**config.mk**
```make
export PLATFORM = sky130hd
export DESIGN_NAME = golden_nonce_tx
export DESIGN_NICKNAME = d
export VERILOG_FILES = /design/src/rtl/golden_nonce_tx_pkg.sv /design/src/rtl/golden_nonce_tx_uart_tx_byte.sv /design/src/rtl/golden_nonce_tx.sv
export SDC_FILE = /design/constraint.sdc
export NUM_CORES = 1
export LEC_CHECK = 0
export ABC_CLOCK_PERIOD_IN_PS = 7700
export CELL_PAD_IN_SITES_DETAIL_PLACEMENT = 2
export CELL_PAD_IN_SITES_GLOBAL_PLACEMENT = 2
export CORE_MARGIN = 3
export CORE_UTILIZATION = 40
export CTS_CLUSTER_DIAMETER = 150
export DETAILED_ROUTE_END_ITERATION = 6
export PLACE_DENSITY = 0.75
export SLEW_MARGIN = 20
export SYNTH_ARGS = -nofsm -noshare
export SYNTH_HDL_FRONTEND = slang
export SYNTH_SLANG_ARGS = --single-unit
```
**constraint.sdc**
```tcl
create_clock -name comm_clk -period 7.7 [get_ports comm_clk]
set_clock_uncertainty 0.05 [all_clocks]
set_input_delay 1.54 -clock comm_clk [delete_from_list [all_inputs] [get_ports comm_clk]]
set_output_delay 1.54 -clock comm_clk [all_outputs]
set_load 0.02 [all_outputs]
```
**src/rtl/golden_nonce_tx_pkg.sv**
```systemverilog
// Shared definitions for the golden-nonce return path and the uart_comm receiver.
package golden_nonce_tx_pkg;

  typedef enum logic [1:0] {
    IDLE,
    START,
    DATA,
    STOP
  } tx_state_e;

  localparam int FRAME_BYTES = 4;
  localparam int BYTE_IDX_W  = $clog2(FRAME_BYTES) + 1;

  function automatic int clks_per_bit(input int freq, input int baud);
    return freq / baud;
  endfunction

endpackage

```
**src/rtl/golden_nonce_tx_uart_tx_byte.sv**
```systemverilog
// 8N1 byte serializer with bit timer. A byte offered during the last stop-bit
// cycle is chained straight into the next start bit, so multi-byte frames have no gap.
module uart_tx_byte
  import golden_nonce_tx_pkg::*;
#(
  parameter int CLKS_PER_BIT = 1250
) (
  input  logic       clk_i,
  input  logic       rst_i,
  input  logic       valid_i,
  input  logic [7:0] data_i,
  output logic       ready_o,
  output logic       take_o,
  output logic       tx_o
);

  localparam int            CW       = (CLKS_PER_BIT > 1) ? $clog2(CLKS_PER_BIT) : 1;
  localparam logic [CW-1:0] CNT_LAST = CW'(CLKS_PER_BIT - 1);

  tx_state_e     state_q, state_d;
  logic [CW-1:0] cnt_q, cnt_d;
  logic [2:0]    bit_q, bit_d;
  logic [7:0]    shift_q, shift_d;
  logic          tx_q, tx_d;
  logic          bit_end;
  logic          stop_end;

  assign bit_end  = (cnt_q == CNT_LAST);
  assign stop_end = (state_q == STOP) && bit_end;
  assign ready_o  = (state_q == IDLE);
  assign take_o   = valid_i && (ready_o || stop_end);
  assign tx_o     = tx_q;

  // NOTE: state registers use non-blocking assignments so every flop samples pre-edge values.
  always_ff @(posedge clk_i or posedge rst_i) begin
    if (rst_i) begin
      state_q <= IDLE;
      cnt_q   <= '0;
      bit_q   <= '0;
      shift_q <= '0;
      tx_q    <= 1'b1;
    end else begin
      state_q <= state_d;
      cnt_q   <= cnt_d;
      bit_q   <= bit_d;
      shift_q <= shift_d;
      tx_q    <= tx_d;
    end
  end

  // NOTE: every next-state signal gets a default first, so no path can infer a latch.
  always_comb begin
    state_d = state_q;
    cnt_d   = bit_end ? '0 : cnt_q + 1'b1;
    bit_d   = bit_q;
    shift_d = shift_q;
    tx_d    = tx_q;
    unique case (state_q)
      IDLE: begin
        cnt_d = '0;
        tx_d  = 1'b1;
        if (valid_i) begin
          state_d = START;
          shift_d = data_i;
          tx_d    = 1'b0;
        end
      end
      START: begin
        if (bit_end) begin
          state_d = DATA;
          bit_d   = '0;
          tx_d    = shift_q[0];
        end
      end
      DATA: begin
        if (bit_end) begin
          if (bit_q == 3'd7) begin
            state_d = STOP;
            tx_d    = 1'b1;
          end else begin
            bit_d   = bit_q + 1'b1;
            shift_d = shift_q >> 1;
            tx_d    = shift_q[1];
          end
        end
      end
      STOP: begin
        if (bit_end) begin
          if (valid_i) begin
            state_d = START;
            shift_d = data_i;
            tx_d    = 1'b0;
          end else begin
            state_d = IDLE;
            tx_d    = 1'b1;
          end
        end
      end
      default: state_d = IDLE;
    endcase
  end

endmodule

```
**src/rtl/golden_nonce_tx.sv**
```systemverilog
// Golden-nonce return path: FIFO of nonces, each sent as four little-endian 8N1 bytes.
module golden_nonce_tx
  import golden_nonce_tx_pkg::*;
#(
  parameter int BAUD_RATE    = 9600,
  parameter int SYS_CLK_FREQ = 12000000,
  parameter int FIFO_DEPTH   = 4
) (
  input  logic                        comm_clk,
  input  logic                        reset,
  input  logic [31:0]                 golden_nonce,
  input  logic                        new_golden_nonce,
  output logic                        tx_serial,
  output logic                        tx_busy,
  output logic                        overflow,
  output logic [$clog2(FIFO_DEPTH):0] fifo_level
);

  localparam int CLKS_PER_BIT = clks_per_bit(SYS_CLK_FREQ, BAUD_RATE);
  localparam int AW           = $clog2(FIFO_DEPTH);

  if (CLKS_PER_BIT < 2) begin : g_bad_clks
    $error("golden_nonce_tx: CLKS_PER_BIT must be at least 2");
  end
  if (FIFO_DEPTH < 2 || (1 << AW) != FIFO_DEPTH) begin : g_bad_depth
    $error("golden_nonce_tx: FIFO_DEPTH must be a power of 2 and at least 2");
  end

  logic [31:0]           mem_q [FIFO_DEPTH];
  logic [AW:0]           wr_ptr_q, wr_ptr_d;
  logic [AW:0]           rd_ptr_q, rd_ptr_d;
  logic                  overflow_q, overflow_d;
  logic [23:0]           rest_q, rest_d;
  logic [BYTE_IDX_W-1:0] byte_idx_q, byte_idx_d;

  logic        empty, full, push_ok, pop;
  logic [31:0] head;
  logic        start_frame, more_bytes;
  logic        byte_valid, ser_ready, ser_take;
  logic [7:0]  byte_data;

  assign empty   = (wr_ptr_q == rd_ptr_q);
  assign full    = (wr_ptr_q[AW] != rd_ptr_q[AW]) && (wr_ptr_q[AW-1:0] == rd_ptr_q[AW-1:0]);
  assign head    = mem_q[rd_ptr_q[AW-1:0]];

  // A new word is only taken while the serializer idles, giving one idle cycle between frames.
  assign start_frame = ser_ready && !empty;
  assign more_bytes  = (byte_idx_q != '0) && (byte_idx_q != BYTE_IDX_W'(FRAME_BYTES));
  assign byte_valid  = start_frame || more_bytes;
  assign byte_data   = start_frame ? head[7:0] : rest_q[7:0];
  assign pop         = ser_take && start_frame;
  assign push_ok     = new_golden_nonce && (!full || pop);

  uart_tx_byte #(
    .CLKS_PER_BIT(CLKS_PER_BIT)
  ) u_tx_byte (
    .clk_i  (comm_clk),
    .rst_i  (reset),
    .valid_i(byte_valid),
    .data_i (byte_data),
    .ready_o(ser_ready),
    .take_o (ser_take),
    .tx_o   (tx_serial)
  );

  // NOTE: the storage array carries no reset; emptiness is tracked by the pointers alone.
  always_ff @(posedge comm_clk) begin
    if (push_ok) mem_q[wr_ptr_q[AW-1:0]] <= golden_nonce;
  end

  always_comb begin
    wr_ptr_d   = push_ok ? wr_ptr_q + 1'b1 : wr_ptr_q;
    rd_ptr_d   = pop ? rd_ptr_q + 1'b1 : rd_ptr_q;
    overflow_d = overflow_q || (new_golden_nonce && !push_ok);
    rest_d     = rest_q;
    byte_idx_d = byte_idx_q;
    if (ser_take) begin
      if (start_frame) begin
        rest_d     = head[31:8];
        byte_idx_d = BYTE_IDX_W'(1);
      end else begin
        rest_d     = {8'h00, rest_q[23:8]};
        byte_idx_d = byte_idx_q + 1'b1;
      end
    end
  end

  always_ff @(posedge comm_clk or posedge reset) begin
    if (reset) begin
      wr_ptr_q   <= '0;
      rd_ptr_q   <= '0;
      overflow_q <= 1'b0;
      rest_q     <= '0;
      byte_idx_q <= '0;
    end else begin
      wr_ptr_q   <= wr_ptr_d;
      rd_ptr_q   <= rd_ptr_d;
      overflow_q <= overflow_d;
      rest_q     <= rest_d;
      byte_idx_q <= byte_idx_d;
    end
  end

  assign tx_busy    = !ser_ready || !empty;
  assign overflow   = overflow_q;
  assign fifo_level = wr_ptr_q - rd_ptr_q;

endmodule

```
==> impl_metrics.csv, run 1 <==
group,metric,value,unit
clocking,post-cts-setup-buffer-count,0,
outcome,status,"completed",
clocking,ctsHoldBuffers,0,
synthesis,synth.avg_cell_area,17.3,um2
floorplanning,initial_core_util,41.1,%
global_route,antenna_found_initial,0,
drt,num_vias,4128,
setup_path,crit_fanout,35,
clocking,cts.clk_slew.worst_paths,70,ps
setup_path,reg2reg_depth,6,
synthesis,yosysUniqueCellTypes,50,
clocking,cts_inserted_buffers,17,
sta,rsz0062_at_grt,"false",
cells_and_area,fin_nets,551,
setup_path,cp_slowest_cell,"clkdlybuf4s50_1",
global_route,grt_overflow_total,0,
floorplanning,io_pins,41,
floorplanning,die_area,21200,um2
sta,layout_min_cycle_time,4640,ps
global_route,grt_pass1_vias,4856,
flow_run,cap_violations,0,
drt,drt_first_pass_iters,4,
clocking,clockBufferDepth,2,
synthesis,mappedNetlistArea,7800,um2
sta,final_hold_viol_count,0,
floorplanning,die_y,146,um
drt,vias_per_cell,5.35,
place,place_congestion,0.766,
power,vdd_drop_max,0.000147,V
sta,hold_slack,425,ps
setup_path,slowest_delay,610,ps
place,dpl.hpwl,10800,um
power,p_total,2.51,mW
clocking,cts-root-buf,"clkbuf_16",
drt,drt-total-wl,17700,um
place,port_buffers,40,
floorplanning,die_w,146,um
power,comb_power_share,13.3,%
setup_path,end_kind,"output port",
cells_and_area,drive_above_1_share,22.1,%
synthesis,syn_inst,451,
clocking,cts.htree.levels,4,
cells_and_area,syn2layout_area_growth,17.0,%
sta,worstMarginPinSlew,1070,ps
floorplanning,placement_rows,50,
drt,drc,0,
sta,max_freq,216,MHz
setup_path,start_kind,"flop",
drt,drtIter0Drc,213,
power,p_int,1.82,mW
clocking,ctsResizeCount,0,
global_route,track_usage,17.7,%
power,swShare,27.4,%
synthesis,synth-edff-count,128,
setup_path,crit_type,"reg -> out",
sta,setup_violations,0,
global_route,grt_pass1_wl,28600,um
power,power.share.clock,36.1,%
power,p_leak,3.20,nW
synthesis,synth-seq-cells,186,
synthesis,ys_seq_area_share,67.9,%
sta,fin_tns_setup,0,ps
power,p_per_area,275,nW/um2
synthesis,yosysWarnings,0,
drt,avgRoutedWirePerCell,22.9,um
power,p_switching,0.689,mW
worst_hold_path,min_path_cells,1,
cells_and_area,diodes,0,
power,power.share.sequential,50.6,%
clocking,cts_tree,"built",
global_route,grt_max_degree,59,
cells_and_area,fillers,1714,
setup_path,critical_path_arrival,3050,ps
floorplanning,coreArea,19000,um2
synthesis,async_reset_ff_share,31.2,%
clocking,clock_sinks,186,
clocking,clock_latency,440,ps
setup_path,path_cells,"buf_4, ha_1, nand2_1, nor2_2, nand2_1, clkdlybuf4s50_1",
synthesis,synth_ff_type,"edfxtp_1",
drt,drtAntennaViolNets,0,
synthesis,syn_nets,504,
worst_hold_path,hold_class,"reg -> reg",
sta,period_share,60.3,%
sta,drv_slew,0,
setup_path,cp.required,6110,ps
setup_path,crit_top_cell,"nand2_1",
sta,slew_headroom,28.3,%
[per-layer routing]
layer | routed length (um) | vias to the layer above | GRT usage, % | part of all wire [%]
li1 | - | 1846 | - | -
met1 | 7700 | 2206 | 22.2 | 44
met2 | 9310 | 58 | 31.2 | 53
met3 | 420 | 18 | 4.08 | 2.4
met4 | 214 | 0 | 4.56 | 1.2
met5 | 0 | - | 0 | 0
[cell families (layout without fill, tap and decap cells)]
group,after synthesis,in the layout,share of synthesized area (%)
adder cells (fa/ha/maj),18,18,2.99
AND/OR/NAND/NOR,66,66,4.30
multiplexers,75,75,15.2
AO/OA/AOI/OAI,50,50,5.51
buffers and inverters,40,100,2.18
flip-flops,186,186,67.9
XOR/XNOR,16,16,1.89
[area by class of cell]
cell class	instances	area (um2)	area share, %
multi-input cells	225	2340	25.7
clock inverters	15	194	2.13
flip-flops and latches	186	5300	58.1
repair buffers	48	460	5.05
clock buffers	17	425	4.66
well taps	260	325	3.57
inverters	20	75.1	0.823
[worst paths after layout]
check                      slack [ps]     endpoint        start
min reg2reg                       430     overflow     overflow
max in group asynchronous        5380  rd_ptr_q[0]        reset
max reg2reg                      4540  mem_q[1][9]  rd_ptr_q[0]
max                              3060      tx_busy  rd_ptr_q[0]
min                               430     overflow     overflow
min in group asynchronous        1620  wr_ptr_q[1]        reset
[state kept, by name (all words and copies together), names as in the netlist, 3 cells and up]
signal,count
mem_q,128
rest_q,24
u_tx_byte.shift_q,8
u_tx_byte.bit_q,3
rd_ptr_q,3
u_tx_byte.cnt_q,11
wr_ptr_q,3
[per-stage QoR]
stage | setup WS (ps) | cell area [um2] | std cells | utilization, %
CTS | 2990 | 9120 | 771 | 48.1
global route | 2860 | 9120 | 771 | 48.1
floorplan | 4110 | 7800 | 451 | -
finish | 3060 | 9120 | 771 | 48.1
global placement | 3550 | 8500 | 739 | 44.9
detailed placement | 3490 | 8500 | 739 | 44.9
[cell usage after synthesis, types with 2 or more instances]
cell type / instances / share of area, %
a22o_1: 11 / 1.2
a2bb2oi_1: 2 / 0.22
a311oi_1: 2 / 0.22
and2_1: 5 / 0.40
and3_1: 2 / 0.16
buf_2: 7 / 0.45
clkbuf_1: 10 / 0.48
dfrtp_1: 57 / 18
edfxtp_1: 128 / 49
ha_1: 17 / 2.7
inv_1: 20 / 0.96
mux2_2: 27 / 3.9
mux2i_1: 16 / 2.1
mux4_2: 32 / 9.2
nand2_1: 23 / 1.1
nand3_1: 3 / 0.19
nand4_1: 6 / 0.48
nor2_1: 16 / 0.77
nor3_1: 3 / 0.19
o211ai_1: 8 / 0.77
o21ai_0: 8 / 0.51
o311ai_0: 7 / 0.79
xnor2_1: 9 / 1.0
xor2_1: 6 / 0.67
[worst max-delay path, delay by kind of cell, from the launching register on]
kind	cells	cell delay (ps)
adder cells (fa/ha/maj)	1	430
buffers and inverters	2	1190
flip-flops	1	340
AND/OR/NAND/NOR	3	640
[power groups by stage]
| stage | registers (mW) | logic (mW) | clock network, mW |
|---|---|---|---|
| after detailed placement | 1.29 | 0.342 | 0 |
| after floorplan | 1.28 | 0.191 | 0 |
| final | 1.27 | 0.334 | 0.907 |
| after CTS | 1.27 | 0.343 | 0.931 |
| after global placement | 1.28 | 0.328 | 0 |
| after global routing | 1.28 | 0.368 | 0.972 |
[layout by cell type (no fill, tap or decap), types with 17 or more instances in the layout]
| cell | n |
|---|---|
| edfxtp_1 | 128 |
| inv_1 | 19 |
| mux4_2 | 32 |
| nand2_1 | 23 |
| clkbuf_16 | 17 |
| ha_1 | 17 |
| clkdlybuf4s50_1 | 40 |
| mux2_2 | 27 |
| dfrtp_1 | 56 |
(Power assumes the default switching activity.)
==> inputs of run 2 (changes only) <==
--- a/config.mk
+++ b/config.mk
@@ -5,7 +5,7 @@
 export SDC_FILE = /design/constraint.sdc
 export NUM_CORES = 1
 export LEC_CHECK = 0
-export ABC_CLOCK_PERIOD_IN_PS = 7700
+export ABC_CLOCK_PERIOD_IN_PS = 4300
 export CELL_PAD_IN_SITES_DETAIL_PLACEMENT = 2
 export CELL_PAD_IN_SITES_GLOBAL_PLACEMENT = 2
 export CORE_MARGIN = 3
==> constraint.sdc (replaced) <==
create_clock -name comm_clk -period 4.3 [get_ports comm_clk]
set_clock_uncertainty 0.05 [all_clocks]
set_input_delay 0.86 -clock comm_clk [delete_from_list [all_inputs] [get_ports comm_clk]]
set_output_delay 0.86 -clock comm_clk [all_outputs]
set_load 0.02 [all_outputs]
==> impl_metrics.csv, run 2 (synthesized netlist as in run 1, its figures left out) <==
group,metric,value,unit
outcome,status,"completed",
global_route,grt_overflow_total,0,
setup_path,path_cells,"inv_1, ha_1, nand2_1, nor2_2, nand2_1, clkdlybuf4s50_1",
floorplanning,die_area,21200,um2
sta,worstMarginPinSlew,1010,ps
cells_and_area,diodes,0,
cells_and_area,final_common_cell,"edfxtp_1",
setup_path,cp_slowest_cell,"clkdlybuf4s50_1",
sta,drv_slew,0,
power,p_total,4.41,mW
flow_run,cap_violations,0,
sta,slew_headroom,32.1,%
clocking,cts_tree,"built",
clocking,post-cts-setup-buffer-count,0,
cells_and_area,final_cell_mix,"128 x edfxtp_1, 56 x dfrtp_1, 40 x clkdlybuf4s50_1",
cells_and_area,syn2layout_area_growth,16.6,%
floorplanning,die_w,146,um
clocking,cts.clk_slew.worst_paths,70,ps
drt,drc,0,
setup_path,start_kind,"flop",
global_route,grt_pass1_vias,4651,
setup_path,crit_type,"reg -> out",
clocking,ctsResizeCount,0,
sta,layout_min_cycle_time,3560,ps
setup_path,cp_num_buf_inv,2,
sta,rsz0062_at_grt,"false",
cells_and_area,fin_nets,552,
global_route,grt_pass1_wl,27700,um
setup_path,slowest_delay,560,ps
sta,fin_tns_setup,0,ps
drt,drtAntennaViolNets,0,
cells_and_area,seqCellArea,5300,um2
clocking,clockBufferDepth,2,
sta,setup_violations,0,
sta,max_freq,281,MHz
power,p_per_area,485,nW/um2
setup_path,crit_top_cell,"nand2_1",
setup_path,critical_path_arrival,2650,ps
power,vdd_drop_max,0.000313,V
power,p_leak,3.18,nW
place,place_congestion,0.728,
worst_hold_path,hold_class,"reg -> reg",
floorplanning,coreArea,19000,um2
drt,drt-total-wl,17200,um
floorplanning,initial_core_util,41.1,%
cells_and_area,largest_register_ffs,128,
cells_and_area,fillers,1729,
clocking,clock_sinks,186,
floorplanning,placement_rows,50,
clocking,clock_latency,440,ps
clocking,ctsHoldBuffers,0,
place,port_buffers,40,
global_route,grt_max_degree,37,
floorplanning,io_pins,41,
drt,vias_per_cell,5.30,
sta,period_share,82.8,%
drt,drtIter0Drc,215,
drt,num_vias,4083,
global_route,antenna_found_initial,0,
global_route,track_usage,17.1,%
setup_path,r2r_setup_slack,1390,ps
place,dpl.hpwl,10900,um
clocking,cts_inserted_buffers,17,
floorplanning,die_y,146,um
clocking,cts.htree.levels,4,
setup_path,crit_fanout,12,
setup_path,cp.required,3390,ps
cells_and_area,multiInputGateArea,2340,um2
drt,avgRoutedWirePerCell,22.4,um
cells_and_area,drive_above_1_share,22.1,%
setup_path,cp_top_family,"simple AND/OR/NAND/NOR gates",
sta,final_hold_viol_count,0,
setup_path,end_kind,"output port",
clocking,cts-root-buf,"clkbuf_16",
drt,drt_first_pass_iters,4,
[run 2: cell types whose count changed in the layout (fill, tap and decap cells not counted)]
cell and delta:
clkinv_8 -1, clkinv_2 -1, clkinv_4 +3, inv_6 -4
buf_4 +1, clkinvlp_4 +2, bufinv_16 -1, inv_12 -1
inv_8 +2
[run 2: area by class of cell]
class	count	area share (%)
clock buffer	17	4.68
timing repair buffer	49	5.15
multi-input combinational	225	25.8
inverter	20	0.826
tap	260	3.58
sequential	186	58.3
clock inverter	14	1.71
[run 2: through the flow]
step	area [um2]	util, %	worst slack (ps)	hold slack [ps]	std cells
floorplan	7800	-	1110	419	451
global placement	8510	44.9	1290	415	740
detailed placement	8510	44.9	1190	432	740
CTS	9090	48.0	707	442	771
global route	9090	48.0	543	473	771
finish	9090	48.0	740	439	771
[run 2: tightest hold or removal path, cell delays in order (launching register included)]
cell and delay, ps:
dfstp_2 370, nand2_1 60, o31ai_1 60
[run 2: report_power, final]
part / total (mW) / switching, mW / internal, mW / leakage (nW)
combinational: 0.608 / 0.389 / 0.220 / 1.03
clock: 1.52 / 0.751 / 0.773 / 0.277
sequential: 2.28 / 0.0738 / 2.20 / 1.87
total: 4.41 / 1.21 / 3.19 / 3.18
[run 2: routing by layer]
layer / share of wire (%) / track usage (%) / wire (um) / vias up
met5: 0 / 0 / 0 / -
met4: 1.9 / 5.37 / 335 / 0
met2: 53 / 29.9 / 9120 / 51
li1: - / - / - / 1835
met1: 43 / 21.2 / 7360 / 2175
met3: 2.4 / 4.08 / 418 / 22
[run 2: final timing paths]
kind / depth (start not counted) / to / start
min: 2 / u_tx_byte.tx_o / u_tx_byte.tx_o
min reg2reg: 2 / u_tx_byte.tx_o / u_tx_byte.tx_o
max: 6 / tx_busy / wr_ptr_q[0]
max reg2reg: 7 / u_tx_byte.shift_q[0] / u_tx_byte.state_q[0]
min in group asynchronous: 2 / rd_ptr_q[0] / reset
max in group asynchronous: 3 / u_tx_byte.tx_o / reset
==> inputs of run 3 (changes only) <==
--- a/config.mk
+++ b/config.mk
@@ -5,7 +5,7 @@
 export SDC_FILE = /design/constraint.sdc
 export NUM_CORES = 1
 export LEC_CHECK = 0
-export ABC_CLOCK_PERIOD_IN_PS = 4300
+export ABC_CLOCK_PERIOD_IN_PS = 3640
 export CELL_PAD_IN_SITES_DETAIL_PLACEMENT = 2
 export CELL_PAD_IN_SITES_GLOBAL_PLACEMENT = 2
 export CORE_MARGIN = 3
==> constraint.sdc (replaced) <==
create_clock -name comm_clk -period 3.64 [get_ports comm_clk]
set_clock_uncertainty 0.05 [all_clocks]
set_input_delay 0.728 -clock comm_clk [delete_from_list [all_inputs] [get_ports comm_clk]]
set_output_delay 0.728 -clock comm_clk [all_outputs]
set_load 0.02 [all_outputs]
==> impl_metrics.csv, run 3 (synthesized netlist as in run 1, its figures left out) <==
group,metric,value,unit
power,p_int,3.86,mW
sta,period_share,85.6,%
clocking,clock_sinks,186,
floorplanning,coreArea,19000,um2
clocking,cts-root-buf,"clkbuf_16",
clocking,ctsResizeCount,0,
clocking,cts_tree,"built",
cells_and_area,diodes,0,
flow_run,cap_violations,0,
sta,worstMarginPinSlew,1040,ps
power,p_leak,3.20,nW
power,power.share.clock,35.4,%
place,place_congestion,0.730,
power,comb_power_share,13.9,%
floorplanning,die_w,146,um
power,vdd_drop_max,0.000406,V
sta,max_freq,321,MHz
global_route,grt_max_degree,38,
cells_and_area,final_cell_mix,"128 x edfxtp_1, 56 x dfrtp_1, 40 x clkdlybuf4s50_1",
power,p_switching,1.44,mW
setup_path,critical_path_arrival,2340,ps
floorplanning,initial_core_util,41.1,%
sta,drv_slew,0,
clocking,clockBufferDepth,2,
global_route,grt_pass1_vias,4765,
clocking,clock_latency,430,ps
clocking,cts.htree.levels,4,
place,port_buffers,40,
floorplanning,io_pins,41,
power,swShare,27.2,%
drt,drt-total-wl,17500,um
drt,num_vias,4102,
global_route,grt_overflow_total,0,
sta,layout_min_cycle_time,3120,ps
clocking,post-cts-setup-buffer-count,0,
place,detailed_place.area,8540,um2
cells_and_area,finish.instance_area,9140,um2
worst_hold_path,hold_class,"reg -> reg",
sta,setup_violations,0,
cells_and_area,largest_register_ffs,128,
power,power.share.sequential,50.8,%
global_route,track_usage,17.3,%
sta,slew_headroom,30.1,%
setup_path,crit_type,"reg -> out",
floorplanning,die_y,146,um
setup_path,cp.required,2860,ps
global_route,grt_pass1_wl,27900,um
drt,vias_per_cell,5.32,
place,dpl.hpwl,10900,um
setup_path,start_kind,"flop",
drt,drtIter0Drc,182,
cells_and_area,fin_nets,552,
setup_path,crit_fanout,4,
sta,final_hold_viol_count,0,
drt,drt_first_pass_iters,4,
drt,drtAntennaViolNets,0,
clocking,cts.clk_slew.worst_paths,70,ps
global_route,antenna_found_initial,0,
sta,fin_tns_setup,0,ps
drt,avgRoutedWirePerCell,22.7,um
cells_and_area,drive_above_1_share,22.1,%
setup_path,end_kind,"output port",
cells_and_area,final_common_cell,"edfxtp_1",
outcome,status,"completed",
clocking,cts_inserted_buffers,17,
floorplanning,die_area,21200,um2
clocking,ctsHoldBuffers,0,
sta,rsz0062_at_grt,"false",
power,p_per_area,580,nW/um2
floorplanning,placement_rows,50,
cells_and_area,syn2layout_area_growth,17.2,%
drt,drc,0,
[run 3: worst paths after layout]
| check | cells after the start | slack (ps) | to | start |
|---|---|---|---|---|
| worst max-delay path | 6 | 520 | tx_busy | wr_ptr_q[0] |
| worst min-delay path | 2 | 430 | u_tx_byte.tx_o | u_tx_byte.tx_o |
| worst max register to register | 6 | 740 | u_tx_byte.shift_q[4] | u_tx_byte.state_q[0] |
| worst min register to register | 2 | 430 | u_tx_byte.tx_o | u_tx_byte.tx_o |
| max in group asynchronous | 3 | 2270 | rest_q[1] | reset |
| min in group asynchronous | 2 | 650 | u_tx_byte.cnt_q[0] | reset |
[run 3: layer usage]
metal	global-route usage (%)	vias to the layer above	wire length, um
li1	-	1837	-
met1	21.1	2198	7340
met2	31.5	54	9590
met3	2.96	13	366
met4	5.22	0	242
met5	0	-	0
[run 3: layout make-up]
cell class                      count  area (um2)
Fill cell                        1713        9820
Clock buffer                       17         425
Clock inverter                     14         174
Timing Repair Buffer               49         493
Sequential cell                   186        5300
Multi-Input combinational cell    225        2340
Inverter                           20        75.1
Tap cell                          260         325
[run 3: power groups by stage]
| stage | logic (mW) | registers (mW) | clock network [mW] |
|---|---|---|---|
| after floorplan | 0.403 | 2.70 | 0 |
| after global placement | 0.722 | 2.70 | 0 |
| after detailed placement | 0.753 | 2.73 | 0 |
| after CTS | 0.758 | 2.69 | 1.92 |
| after global routing | 0.803 | 2.71 | 1.99 |
| final | 0.734 | 2.69 | 1.87 |
[run 3: metrics by stage]
step	util, %	hold WS [ps]	worst slack [ps]	power, mW	instances
floorplan	-	419	448	3.11	451
global placement	45.0	406	949	3.42	740
detailed placement	45.0	416	826	3.49	740
CTS	48.2	431	473	5.38	771
global route	48.2	459	346	5.51	771
finish	48.2	427	523	5.30	771
[run 3: critical path, cell delays in order, from the launching register on]
cell and delay (ps):
dfrtp_1 380, inv_1 110, ha_1 390, nand2_1 120
nor2_2 220, nand2_1 120, clkdlybuf4s50_1 570
